**src/rtl/cpu_pkg.sv**
```systemverilog
// Shared CPU pipeline definitions: default widths, memory-op encoding and
// the EX->MEM payload layout.
package cpu_pkg;

  localparam int unsigned DEF_XLEN   = 32;
  localparam int unsigned DEF_RA_W   = 5;
  localparam int unsigned DEF_MEME_W = 4;

  localparam logic [DEF_MEME_W-1:0] MEM_NONE = '0;

  typedef struct packed {
    logic [DEF_RA_W-1:0]   wa;
    logic                  we;
    logic [DEF_XLEN-1:0]   wn;
    logic [DEF_MEME_W-1:0] mem_e;
    logic [DEF_XLEN-1:0]   mem_n;
  } ex_mm_payload_t;

  localparam int unsigned EX_MM_PAYLOAD_W = $bits(ex_mm_payload_t);

endpackage

```
**src/rtl/pipe_skid2.sv**
```systemverilog
// Generic 2-entry valid/ready skid buffer over an opaque W-bit payload.
// Head entry drives the output; the skid entry absorbs one beat when the
// consumer stalls so in_ready can be a register. flush empties both entries.
module pipe_skid2 #(
  parameter int unsigned W = 8
) (
  input  logic         clk,
  input  logic         rst,
  input  logic         flush,
  input  logic         in_valid,
  output logic         in_ready,
  input  logic [W-1:0] in_data,
  output logic         out_valid,
  input  logic         out_ready,
  output logic [W-1:0] out_data,
  output logic         s_valid,
  output logic [W-1:0] s_data
);

  typedef enum logic [1:0] {
    ST_EMPTY = 2'd0,
    ST_ONE   = 2'd1,
    ST_TWO   = 2'd2
  } skid_state_t;

  skid_state_t r_state;
  skid_state_t w_state_next;
  logic [W-1:0] r_h;
  logic [W-1:0] r_s;
  logic         r_in_ready;
  logic         w_tin;
  logic         w_tout;
  logic         w_ld_h_in;
  logic         w_ld_h_s;
  logic         w_ld_s;

  assign w_tin     = in_valid & r_in_ready;
  assign w_tout    = out_valid & out_ready;
  assign in_ready  = r_in_ready;
  assign out_valid = (r_state != ST_EMPTY);
  assign out_data  = r_h;
  assign s_valid   = (r_state == ST_TWO);
  assign s_data    = r_s;

  // Next-state and payload load selects; flush overrides every transfer.
  always_comb begin
    w_state_next = r_state;
    w_ld_h_in    = 1'b0;
    w_ld_h_s     = 1'b0;
    w_ld_s       = 1'b0;
    case (r_state)
      ST_EMPTY: begin
        if (w_tin) begin
          w_ld_h_in    = 1'b1;
          w_state_next = ST_ONE;
        end
      end
      ST_ONE: begin
        if (w_tin && w_tout) begin
          w_ld_h_in = 1'b1;
        end else if (w_tin) begin
          w_ld_s       = 1'b1;
          w_state_next = ST_TWO;
        end else if (w_tout) begin
          w_state_next = ST_EMPTY;
        end
      end
      ST_TWO: begin
        if (w_tout) begin
          w_ld_h_s     = 1'b1;
          w_state_next = ST_ONE;
        end
      end
      default: w_state_next = ST_EMPTY;
    endcase
    if (flush) begin
      w_state_next = ST_EMPTY;
      w_ld_h_in    = 1'b0;
      w_ld_h_s     = 1'b0;
      w_ld_s       = 1'b0;
    end
  end

  // State register; in_ready registers whether the skid entry will be free.
  always_ff @(posedge clk) begin
    if (rst) begin
      r_state    <= ST_EMPTY;
      r_in_ready <= 1'b1;
    end else begin
      r_state    <= w_state_next;
      r_in_ready <= (w_state_next != ST_TWO);
    end
  end

  // Payload storage; contents left stale on flush, validity lives in r_state.
  always_ff @(posedge clk) begin
    if (rst) begin
      r_h <= '0;
      r_s <= '0;
    end else begin
      if (w_ld_h_in) r_h <= in_data;
      else if (w_ld_h_s) r_h <= r_s;
      if (w_ld_s) r_s <= in_data;
    end
  end

endmodule

```
**src/rtl/ex_mm_pipe.sv**
```systemverilog
// EX->MEM pipeline stage: 2-entry skid buffer with x0-write suppression and
// memory-op masking on the head entry. Optional forwarding tap for the
// hazard unit is enabled by defining EX_MM_FWD_EN.
// The payload layout is cpu_pkg::ex_mm_payload_t, so width overrides must
// match the package defaults.
module ex_mm_pipe
  import cpu_pkg::*;
#(
  parameter int unsigned XLEN   = DEF_XLEN,
  parameter int unsigned RA_W   = DEF_RA_W,
  parameter int unsigned MEME_W = DEF_MEME_W
) (
  input  logic              clk,
  input  logic              rst,
  input  logic              flush,
  input  logic              in_valid,
  output logic              in_ready,
  input  logic [RA_W-1:0]   ex_wa,
  input  logic              ex_we,
  input  logic [XLEN-1:0]   ex_wn,
  input  logic [MEME_W-1:0] ex_mem_e,
  input  logic [XLEN-1:0]   ex_mem_n,
  output logic              out_valid,
  input  logic              out_ready,
  output logic [RA_W-1:0]   mm_wa,
  output logic              mm_we,
  output logic [XLEN-1:0]   mm_wn,
  output logic [MEME_W-1:0] mm_mem_e,
  output logic [XLEN-1:0]   mm_mem_n,
  output logic              fwd_valid,
  output logic [RA_W-1:0]   fwd_wa,
  output logic [XLEN-1:0]   fwd_wn
);

  ex_mm_payload_t w_in_pl;
  ex_mm_payload_t w_h;
  ex_mm_payload_t w_s;
  logic           w_out_valid;
  logic           w_s_valid;

  // Entry payload; write enable qualified against x0 before storage.
  always_comb begin
    w_in_pl       = '0;
    w_in_pl.wa    = ex_wa;
    w_in_pl.we    = ex_we & (ex_wa != '0);
    w_in_pl.wn    = ex_wn;
    w_in_pl.mem_e = ex_mem_e;
    w_in_pl.mem_n = ex_mem_n;
  end

  pipe_skid2 #(
    .W(EX_MM_PAYLOAD_W)
  ) u_skid (
    .clk      (clk),
    .rst      (rst),
    .flush    (flush),
    .in_valid (in_valid),
    .in_ready (in_ready),
    .in_data  (w_in_pl),
    .out_valid(w_out_valid),
    .out_ready(out_ready),
    .out_data (w_h),
    .s_valid  (w_s_valid),
    .s_data   (w_s)
  );

  // Head outputs; we and mem_e masked when the head is not valid.
  always_comb begin
    out_valid = w_out_valid;
    mm_wa     = w_h.wa;
    mm_we     = w_h.we & w_out_valid & (w_h.wa != '0);
    mm_wn     = w_h.wn;
    mm_mem_e  = w_out_valid ? w_h.mem_e : MEM_NONE;
    mm_mem_n  = w_h.mem_n;
  end

`ifdef EX_MM_FWD_EN
  logic w_s_fwd;
  logic w_h_fwd;

  assign w_s_fwd = w_s_valid & w_s.we & (w_s.wa != '0);
  assign w_h_fwd = w_out_valid & w_h.we & (w_h.wa != '0);

  // Forward the youngest valid writing entry (skid before head).
  always_comb begin
    fwd_valid = 1'b0;
    fwd_wa    = '0;
    fwd_wn    = '0;
    if (w_s_fwd) begin
      fwd_valid = 1'b1;
      fwd_wa    = w_s.wa;
      fwd_wn    = w_s.wn;
    end else if (w_h_fwd) begin
      fwd_valid = 1'b1;
      fwd_wa    = w_h.wa;
      fwd_wn    = w_h.wn;
    end
  end
`else
  logic w_unused_fwd;

  assign w_unused_fwd = ^{w_s_valid, w_s};

  // Forwarding tap disabled: outputs tied off.
  always_comb begin
    fwd_valid = 1'b0;
    fwd_wa    = '0;
    fwd_wn    = '0;
  end
`endif

endmodule
```
**config.mk**
```make
export PLATFORM = sky130hd
export DESIGN_NAME = ex_mm_pipe
export DESIGN_NICKNAME = d
export VERILOG_FILES = /design/src/rtl/cpu_pkg.sv /design/src/rtl/pipe_skid2.sv /design/src/rtl/ex_mm_pipe.sv
export SDC_FILE = /design/constraint.sdc
export NUM_CORES = 1
export LEC_CHECK = 0
export CORE_AREA = 4 4 132 134
export CTS_BUF_LIST = sky130_fd_sc_hd__clkbuf_2
export DETAILED_ROUTE_END_ITERATION = 10
export DIE_AREA = 0 0 136 138
export PLACE_DENSITY_LB_ADDON = 0.08
export SLEW_MARGIN = 20
export SYNTH_ARGS = -nofsm -noshare
export SYNTH_HDL_FRONTEND = slang
export SYNTH_SLANG_ARGS = --single-unit
export TNS_END_PERCENT = 20
```
**constraint.sdc**
```tcl
create_clock -name clk -period 1.57 [get_ports clk]
set_input_delay 0.157 -clock clk [delete_from_list [all_inputs] [get_ports clk]]
set_output_delay 0.157 -clock clk [all_outputs]
set_load 0.01 [all_outputs]
```
==> impl_metrics.tcl <==
set metrics [dict create \
    status "finished, violations left" \
    violations "setup timing" \
    critical_path_top_delay_cell "sky130_fd_sc_hd__dfxtp_2" \
    grt_max_degree 79 \
    ys_ff_latch 151 \
    detailedPlacementHpwl_um 11400 \
    drt.antenna.violating_nets 0 \
    gp_congestion 0.738 \
    power.net_switching_mw 2.13 \
    number_of_slew_limit_violations_in_the_final_report 0 \
    worstSetupPathType "reg2out" \
    dieArea_mm2 0.0188 \
    worst_setup_hold_path_clk_slew_ps 200 \
    seqPwrFrac_pct 54.7 \
    fin_nets 1123 \
    seqCellArea_mm2 0.00311 \
    netlist-cell-type-count 25 \
    layout.core_utilization_pct 62.3 \
    cts-root-buf "sky130_fd_sc_hd__clkbuf_2" \
    drt_pass1_iterations 5 \
    ir_drop_mv 0.418 \
    worst_ep_arrival_time_ps 1860 \
    drt_drc_violations_left 0 \
    switching_share_pct 28.4 \
    unrepaired_setup_endpoints_after_global_routing "yes" \
    warnings_synthesis 0 \
    grt_usage_pct 19.2 \
    avgRoutedWirePerCell_um 17.6 \
    timing.final.setup_violations 155 \
    first_global_vias 6041 \
    dr_total_vias 6541 \
    numClockSinks 151 \
    design.core.area_mm2 0.0163 \
    starting_density_of_the_core_pct 44.1 \
    num_io_pins 193 \
    die_height_um 138 \
    power.share.combinational_pct 20.3 \
    globalRoute.totalOverflow 0 \
    hold_path_class "in2reg" \
    cts_tree "done" \
    cellInternalPower_mw 5.36 \
    power_density_mw_per_mm2 738 \
    p_leak_nw 3.70 \
    rows 47 \
    final_hold_viol_count 0 \
    timing.critical_path.buf_inv 1 \
    drt_iter0_drc 383 \
    first_pass_grt_wire_length_um 29800 \
    post_route_cells_drive_above_1_share_pct 36.2 \
    critPathCaptureType "output port" \
    avgSynthCellArea_um2 8.26 \
    antenna_found_initial 1 \
    fmax_mhz 495 \
    post_drt_via_cell_ratio 5.13 \
    syn_area_mm2 0.00719 \
    minimum_period_implied_by_the_final_worst_setup_slack_ps 2020 \
    critical_path_peak_fanout 2 \
    worstSetupStartpointType "flop" \
    postSynthCellCount 870 \
    fin_crit_sh_pct 129 \
    clock_power_share_pct 25.0 \
    synth_seq_area_share_pct 42.1 \
    timing.critical_path.required_ps 1410 \
    place.port_buffers 154 \
    timing.max_cap.violations 0 \
    clock_insertion_delay_worst_skew_ps 710 \
    postLayoutSetupSlackWorst_ps -450 \
    multiInputGateArea_mm2 0.00352 \
    cpLargestDelayFamily "flip-flops" \
    cts_max_path_buffers 2 \
    critical-path-max-stage-delay_ps 370 \
    cts_inserted_buffers 17 \
    n_fill_cell 1390 \
    die_width_um 136 \
    path_cells "or3_1, o311a_1, buf_6" \
    h-tree-depth 4 \
    drt-total-wl_um 22500 \
    area_growth_pct 41.2 \
    fin_skew_ps 29.5 \
    tns_ps -21810 \
]
## registers in the layout (all words and copies together) (netlist names)
name and cells:
u_skid.r_state 2, u_skid.in_ready 1, u_skid.s_data 74, u_skid.out_data 74
## path summary, 6_finish.rpt
kind	from	to	slack, ps	cells past startpoint
worst max-delay path	u_skid.out_data[69]	mm_we	-450	3
worst min-delay path	ex_wn[20]	u_skid.s_data[56]	60	3
worst max register to register	u_skid.r_state[0]	u_skid.out_data[3]	-300	7
worst min register to register	u_skid.s_data[34]	u_skid.s_data[34]	470	2
## cells in the final DEF (no fill, tap or decap), types with 22 or more instances in the layout
| cell | instances |
|---|---|
| sky130_fd_sc_hd__nand2_1 | 287 |
| sky130_fd_sc_hd__dfxtp_1 | 83 |
| sky130_fd_sc_hd__clkdlybuf4s50_1 | 77 |
| sky130_fd_sc_hd__a21oi_1 | 74 |
| sky130_fd_sc_hd__a311oi_2 | 74 |
| sky130_fd_sc_hd__clkbuf_2 | 66 |
| sky130_fd_sc_hd__dfxtp_2 | 66 |
| sky130_fd_sc_hd__dlygate4sd3_1 | 63 |
| sky130_fd_sc_hd__nor2_2 | 40 |
| sky130_fd_sc_hd__conb_1 | 38 |
| sky130_fd_sc_hd__nor2_4 | 22 |
| sky130_fd_sc_hd__buf_4 | 22 |
## layer usage
layer,global-route usage [%],routed length [um]
met1,25.1,10100
met3,4.29,1230
met4,6.68,305
met2,31.4,10800
met5,0,0
## worst reg2reg max path, stage by stage (launching register included)
cell,delay [ps]
sky130_fd_sc_hd__dfxtp_4,400
sky130_fd_sc_hd__buf_6,120
sky130_fd_sc_hd__nand2b_4,60
sky130_fd_sc_hd__or4b_4,540
sky130_fd_sc_hd__buf_6,180
sky130_fd_sc_hd__buf_8,140
sky130_fd_sc_hd__clkbuf_16,170
sky130_fd_sc_hd__a311oi_2,190
## timing repair
| item | CTS | global route |
|---|---|---|
| buffers inserted | 2 | 14 |
| endpoints found under the setup margin | 224 | 212 |
| hold buffers | 63 | 0 |
| cloned | 0 | 29 |
| resized for setup | 237 | 139 |
| pin swaps | 2 | 4 |
| hold endpoints to repair | 87 | 0 |
## Yosys cell counts
master / instances / area share, %
sky130_fd_sc_hd__nand2b_1: 1 / 0.087
sky130_fd_sc_hd__or4_1: 3 / 0.31
sky130_fd_sc_hd__nand3b_1: 1 / 0.10
sky130_fd_sc_hd__or4b_1: 1 / 0.14
sky130_fd_sc_hd__o21a_1: 1 / 0.10
sky130_fd_sc_hd__nor2b_1: 5 / 0.44
sky130_fd_sc_hd__a311oi_1: 4 / 0.49
sky130_fd_sc_hd__a211oi_1: 1 / 0.10
sky130_fd_sc_hd__o311a_1: 1 / 0.14
sky130_fd_sc_hd__o21bai_1: 1 / 0.10
sky130_fd_sc_hd__nand2_1: 297 / 16
sky130_fd_sc_hd__or3_1: 1 / 0.087
sky130_fd_sc_hd__buf_6: 9 / 1.4
sky130_fd_sc_hd__nor4_1: 2 / 0.17
sky130_fd_sc_hd__a311oi_2: 70 / 15
sky130_fd_sc_hd__inv_1: 1 / 0.052
sky130_fd_sc_hd__dfxtp_1: 151 / 42
sky130_fd_sc_hd__conb_1: 1 / 0.052
sky130_fd_sc_hd__nor2_1: 77 / 4.0
sky130_fd_sc_hd__and3b_1: 1 / 0.12
sky130_fd_sc_hd__clkbuf_1: 36 / 1.9
sky130_fd_sc_hd__a21oi_1: 76 / 5.3
sky130_fd_sc_hd__o21ai_0: 1 / 0.070
sky130_fd_sc_hd__buf_4: 107 / 11
sky130_fd_sc_hd__buf_2: 21 / 1.5
## area by class of cell
class / count / share of cell area, %
Clock inverter: 6 / 0.542
Clock buffer: 23 / 1.13
Inverter: 1 / 0.0370
Multi-Input combinational cell: 582 / 34.7
Timing Repair Buffer: 291 / 30.2
Sequential cell: 151 / 30.7
Antenna cell: 1 / 0.0246
Tap cell: 220 / 2.71
## stage by stage
stage	setup slack, ps	cells	power [mW]	cell area (um^2)	hold WS (ps)
2_1_floorplan	-36.9	907	4.97	7470	235
3_3_place_gp	-469	1137	5.33	8480	441
3_5_place_dp	-512	1137	5.35	8480	447
4_1_cts	-524	1231	7.30	9370	0.513
5_1_grt	-550	1275	7.82	10200	15.3
6_report	-450	1275	7.49	10200	62.2
## power groups by stage
stage               clock network (mW)  registers, mW  logic [mW]
finish                            1.87           4.10        1.52
global route                      2.09           4.12        1.61
CTS                               1.94           4.10        1.27
detailed placement                   0           4.15        1.19
global placement                     0           4.15        1.18
floorplan                            0           4.13       0.842
## cell families (layout without fill, tap and decap cells)
| family | after synthesis | count (layout) | synth area share, % |
|---|---|---|---|
| buf+inv | 174 | 321 | 16.0 |
| other cells | 1 | 39 | 0.0522 |
| simple gates | 389 | 389 | 21.0 |
| flops | 151 | 151 | 42.1 |
| compound gates | 155 | 155 | 20.9 |
No activity file was read; power rests on OpenSTA's default activity.
